===== src/rtl/cpl_serie.sv =====
// cpl_serie: bit-serial pass / ones' / two's complement / absolute-value converter.
// Processes one operand bit per clock, LSB first, with a start/busy/done handshake.
module cpl_serie #(
  parameter int unsigned WIDTH = 8
) (
  input  logic             clk,
  input  logic             reset,
  input  logic             start,
  input  logic [1:0]       mode,
  input  logic [WIDTH-1:0] Ent,
  output logic [WIDTH-1:0] Sal,
  output logic             busy,
  output logic             done,
  output logic             ovf
);

  localparam int unsigned CW = $clog2(WIDTH);
  localparam logic [CW-1:0] LAST_BIT = CW'(WIDTH - 1);

  localparam logic [1:0] M_PASS = 2'b00;
  localparam logic [1:0] M_C1   = 2'b01;
  localparam logic [1:0] M_C2   = 2'b10;
  localparam logic [1:0] M_ABS  = 2'b11;

  typedef enum logic [1:0] {
    S_IDLE  = 2'b00,
    S_SHIFT = 2'b01,
    S_DONE  = 2'b10
  } state_t;

  state_t           state, state_n;
  logic [WIDTH-1:0] opr, opr_n;     // latched operand, shifted right each bit cycle
  logic [WIDTH-1:0] res, res_n;     // partial result, filled from the MSB side
  logic [CW-1:0]    cnt, cnt_n;
  logic             seen1, seen1_n;
  logic [1:0]       emode, emode_n; // effective mode (ABS resolved at accept)
  logic [WIDTH-1:0] sal_n;
  logic             ovf_n, busy_n, done_n;
  logic             bit_r;

  // Next-state, datapath and output decode
  always_comb begin
    state_n = state;
    opr_n   = opr;
    res_n   = res;
    cnt_n   = cnt;
    seen1_n = seen1;
    emode_n = emode;
    sal_n   = Sal;
    ovf_n   = ovf;
    bit_r   = opr[0];

    case (emode)
      M_C1:    bit_r = ~opr[0];
      M_C2:    bit_r = seen1 ? ~opr[0] : opr[0];
      default: bit_r = opr[0];
    endcase

    case (state)
      S_IDLE, S_DONE: begin
        if (start) begin
          state_n = S_SHIFT;
          opr_n   = Ent;
          res_n   = '0;
          cnt_n   = '0;
          seen1_n = 1'b0;
          if (mode == M_ABS) begin
            emode_n = Ent[WIDTH-1] ? M_C2 : M_PASS;
          end else begin
            emode_n = mode;
          end
        end else begin
          state_n = S_IDLE;
        end
      end
      S_SHIFT: begin
        opr_n   = {1'b0, opr[WIDTH-1:1]};
        res_n   = {bit_r, res[WIDTH-1:1]};
        seen1_n = seen1 | opr[0];
        cnt_n   = cnt + CW'(1);
        if (cnt == LAST_BIT) begin
          state_n = S_DONE;
          sal_n   = {bit_r, res[WIDTH-1:1]};
          // Only 100..0 reaches the MSB with no earlier 1 and a 1 in the MSB
          ovf_n   = (emode == M_C2) && !seen1 && opr[0];
        end
      end
      default: state_n = S_IDLE;
    endcase

    busy_n = (state_n == S_SHIFT);
    done_n = (state_n == S_DONE);
  end

  // State, datapath and registered outputs
  always_ff @(posedge clk or posedge reset) begin
    if (reset) begin
      state <= S_IDLE;
      opr   <= '0;
      res   <= '0;
      cnt   <= '0;
      seen1 <= 1'b0;
      emode <= M_PASS;
      Sal   <= '0;
      ovf   <= 1'b0;
      busy  <= 1'b0;
      done  <= 1'b0;
    end else begin
      state <= state_n;
      opr   <= opr_n;
      res   <= res_n;
      cnt   <= cnt_n;
      seen1 <= seen1_n;
      emode <= emode_n;
      Sal   <= sal_n;
      ovf   <= ovf_n;
      busy  <= busy_n;
      done  <= done_n;
    end
  end

endmodule


===== config.mk =====
export PLATFORM = sky130hd
export DESIGN_NAME = cpl_serie
export DESIGN_NICKNAME = d
export VERILOG_FILES = /design/src/rtl/cpl_serie.sv
export SDC_FILE = /design/constraint.sdc
export NUM_CORES = 1
export LEC_CHECK = 0
export ABC_AREA = 1
export BUFFER_PORTS_ARGS = -buffer_cell sky130_fd_sc_hd__buf_2
export CORE_ASPECT_RATIO = 1.2
export CORE_UTILIZATION = 50
export CTS_CLUSTER_DIAMETER = 50
export DETAILED_ROUTE_END_ITERATION = 7
export GPL_TIMING_DRIVEN = 0
export PLACE_DENSITY = 0.72
export SLEW_MARGIN = 20
export SYNTH_ARGS = -nofsm -noshare
export SYNTH_HDL_FRONTEND = slang
export SYNTH_SLANG_ARGS = --single-unit

===== constraint.sdc =====
create_clock -name clk -period 3.1 [get_ports clk]
set_clock_uncertainty 0.2 [all_clocks]
set_input_delay 0.155 -clock clk [delete_from_list [all_inputs] [get_ports clk]]
set_output_delay 0.155 -clock clk [all_outputs]
set_load 0.05 [all_outputs]

## Word level (Yosys, flattened, before mapping)

Cells that the tools add are included.

- Add/sub/neg operators: 1
- Equality and inequality tests: 9
- Multiplexer cells: 15
- Bitwise logic cells: 2
- Reduce and logical (&&, ||, !) cells: 9

Operators by type and width:

| operator | count |
|---|---|
| case mux 8 bit (2 select lines) | 2 |
| 2-to-1 mux 8 bit | 2 |
| equality test 2 bit, second input constant | 4 |
| equality test 2 x 1 -> 1 bit, second input constant | 3 |
| 2-to-1 mux 2 bit | 3 |
| case mux 3 bit (2 select lines) | 1 |
| AND reduction 2 bit | 3 |
| case mux 1 bit (2 select lines) | 2 |
| case mux 2 bit (2 select lines) | 1 |
| adder 3 x 1 -> 3 bit, second input constant | 1 |
| equality test 3 bit, second input constant | 1 |
| 2-to-1 mux 1 bit | 3 |
| 2-to-1 mux 3 bit | 1 |
| logical AND 1 bit | 2 |
| zero test 2 bit | 1 |
| != test 2 bit, second input constant | 1 |
| nonzero test 2 bit | 1 |
| OR reduction 2 bit | 1 |
| zero test 1 bit | 1 |
| inverter 1 bit | 1 |
| OR 1 bit | 1 |

- Flip-flop bits (word level): 35
- Bits of input ports: 13
- Output and inout bits: 11
- Word-level logic and storage cells: 46

## Longest topological paths before layout

- Depth in word-level cells: 4
- Gate-level depth with buffers: 7
- Mapped depth without buffers: 6

## Worst setup path after synthesis

Ideal clock, no wire load.

- Path kind: register to register
- Start point: register cnt[0]
- End point: register ovf
- Setup time: 0.076 ns
- Arrival: 1.186 ns
- Required time: 2.824 ns
- Path slack: 1.638 ns
- Stages on the path, launching flop included: 7
- Buffers on the path: 1
- Period minus slack after synthesis: 1.462 ns
- Cells stage by stage: dfrtp_1 ha_1 ha_1 nand2_2 buf_6 nand2_1 o21ai_1

- Cells in the longest elaborated chain, start to end: 2

RTL lines:

| element | line | RTL |
|---|---|---|
| start, declared | 34 | `logic [CW-1:0] cnt, cnt_n;` |
| start signal, assigned | 112 | `cnt <= cnt_n;` |
| equality test 3 bit | 81 | `if (cnt == LAST_BIT) begin` |
| AND reduction 2 bit (no source line) | n/a |  |
| end signal, assigned | 116 | `ovf <= ovf_n;` |
| end, declared | 14 | `output logic ovf` |

No other way between the ends.
A chain may end at the register's enable or synchronous reset.

## Worst setup path after layout

- Start point: register state[1]
- End point: register opr[7]

- Cells in the longest elaborated chain, start to end: 4
- Elaborated cells on any way between the ends: 8
- Classes of those cells: eq/ne (3); mux (1); reduce/logical (4)

RTL lines:

| element | line | RTL |
|---|---|---|
| start, declared | 31 | `state_t state, state_n;` |
| start signal, assigned | 109 | `state <= state_n;` |
| equality test 2 bit / zero test 2 bit (equally long branches) | 59 | `case (state)` |
| OR reduction 2 bit | 59 |  |
| != test 2 bit (no source line) / nonzero test 2 bit (equally long branches) | n/a |  |
| AND reduction 2 bit (no source line) | n/a |  |
| end signal, assigned | 110 | `opr <= opr_n;` |
| end, declared | 32 | `logic [WIDTH-1:0] opr, opr_n;` |

Parallel ways exist; a longest one is shown, timed or not.

==> results.yml <==
run_status:
  status: "completed"
min_path:
  min_path_type: "register to register"
timing:
  setup_ws_ns: 1.30
  slew_headroom_pct: 53.2
  timing_hold_violations_final: 0
  fin_crit_sh_pct: 58.0
  fin_tns_setup_ns: 0
  timing.hold.ws_ns: 0.280
  rsz0062_at_grt: "no"
  slew_viol_final: 0
  setup_viol: 0
  max_freq_ghz: 0.556
  fin_crit_ns: 1.80
  worst_pin_slew_ns: 0.702
final_layout:
  syn_to_final_growth_pct: 22.2
  final_layout_size_suffix_gt1_share_pct: 20.7
  layout_commonest_cell: "nand2_1"
  fin_cells: 247
  nets: 231
  diodes: 0
  final_cell_mix: "50 x nand2_1, 34 x dfrtp_1, 31 x inv_1"
global_routing:
  grt_pass1_wl_mm: 5.13
  grt_start_max_net_pins: 35
  first_global_vias: 1275
  gr-usage-all-layers_pct: 21.4
  grt-ovfl-total: 0
  antenna_found_initial: 0
floorplan:
  start_util_pct: 53.9
  die-width_um: 52.7
  dieArea_um2: 3310
  io_pins: 24
  die_h_um: 62.9
  rows: 21
  core_area_um2: 2860
yosys:
  synth.cell_area_um2: 1540
  synth_area_per_cell_um2: 9.13
  yosysWarnings: 0
  syn-num-nets: 187
  ys_seq_area_share_pct: 55.2
  synthTopCellsByArea: "dfrtp_1 55%, nand2_1 12%, inv_1 7.8%"
  synth_top_area_share_pct: 55.2
  yosysUniqueCellTypes: 21
  synthCells: 169
  ys_ff_latch: 34
  synth.largest_area_cell: "dfrtp_1"
clock_tree:
  clk_latency_ns: 0.33
  cts_made_buffers: 5
  cts_resized: 0
  post_cts_buffers: 0
  holdBufCountCts: 14
  clk_pin_slew_ns: 0.10
  h-tree-depth: 2
  clock-sinks: 34
  cts_tree: "yes"
  clockBufferDepth: 2
  cts_root_buf: "clkbuf_4"
placed_design:
  port_buffers: 23
  gp_congestion: 0.698
  dp_hpwl_mm: 1.95
  dp_worst_setup_slack_ns: 1.50
  dp_cells: 226
pwr:
  p_leak_nw: 1.04
  vdd_ir_drop_max_v: 0.000708
  power_density_nw_per_um2: 1070
  power.total_mw: 2.03
setup_path:
  required_ns: 3.12
  worst-path-max-fanout: 10
  crit_path_end_kind: "register"
  arrival_ns: 1.82
  crit_type: "register to register"
  startpoint_type: "register"
drt:
  wl_per_cell_um: 11.6
  viasPerCell: 4.88
  drt_pass1_iterations: 4
  routed_wirelength_mm: 2.87
  vias: 1206
  drc: 0
  antenna_left: 0
  drt_iter0_markers: 19
run:
  cap_viol_max_count: 0
[area by class of cell]
cell class	instances	area, µm²
buffer	5	55.1
clock buffer	7	45.0
fill	250	978
inverter	34	128
multi-input combinational	96	509
sequential	34	851
tap	34	42.5
timing repair buffer	37	255
[critical path, stage by stage (launching register included)]
cell	delay, ns
dfrtp_1	0.37
inv_1	0.06
nand2_2	0.06
buf_6	0.15
nand2_8	0.10
buf_12	0.13
o22ai_2	0.06
dlygate4sd3_1	0.56
[final timing paths]
kind,startpoint,to,slack (ns),cells past startpoint
min reg2reg,Sal[7]$_DFFE_PP0P_,Sal[7]$_DFFE_PP0P_,0.28,2
min,Sal[7]$_DFFE_PP0P_,Sal[7]$_DFFE_PP0P_,0.28,2
max reg2reg,state[1]$_DFF_PP0_,opr[7]$_DFFE_PP0P_,1.30,7
max in group asynchronous,reset,Sal[7]$_DFFE_PP0P_,1.96,3
min in group asynchronous,reset,res[2]$_DFFE_PP0P_,0.29,3
max,state[1]$_DFF_PP0_,opr[7]$_DFFE_PP0P_,1.30,7
[report_power, final]
group	total, mW	switching, mW	internal, mW
clock	0.222	0.136	0.0854
sequential	0.739	0.0924	0.647
combinational	1.07	0.700	0.366
total	2.03	0.929	1.10
[layer usage]
layer	global-route usage (%)	vias to the layer above	wire (µm)
met4	8.88	0	68
met2	38.8	23	1510
met1	20.9	569	1190
met5	0	-	0
met3	7.54	8	102
li1	-	606	-
[per-stage QoR]
step | cell area (µm²) | utilization [%]
final | 1890 | 65.8
after global routing | 1890 | 65.8
after CTS | 1890 | 65.8
after detailed placement | 1700 | 59.4
after global placement | 1700 | 59.4
after floorplan | 1540 | -
[state kept, by name (all words and copies together) (netlist names)]
name	cells
busy	1
seen1	1
cnt	3
emode	2
ovf	1
Sal	8
done	1
res	7
state	2
opr	8
[cells by family after synthesis]
logic type                 share of synthesized area, %
AOI/OAI and AO/OA                                  8.52
adders and majority gates                          4.06
buffers and inverters                              11.8
DFF                                                55.2
and+or+nand+nor                                    20.4
[cells in the mapped netlist]
cell type  count
buf_4          1
a21oi_2        1
nand3_2        1
nand2_1       50
inv_2          2
buf_6          2
ha_1           5
nor2_1         3
dfrtp_1       34
nand3b_1       1
nand3_1       11
buf_12         1
buf_2          1
inv_1         32
o21ai_1       10
o22ai_1        6
o22ai_2        2
nand2_4        1
o21ai_0        2
nand2_2        2
nand2_8        1
No activity file was read; power rests on OpenSTA's default activity.
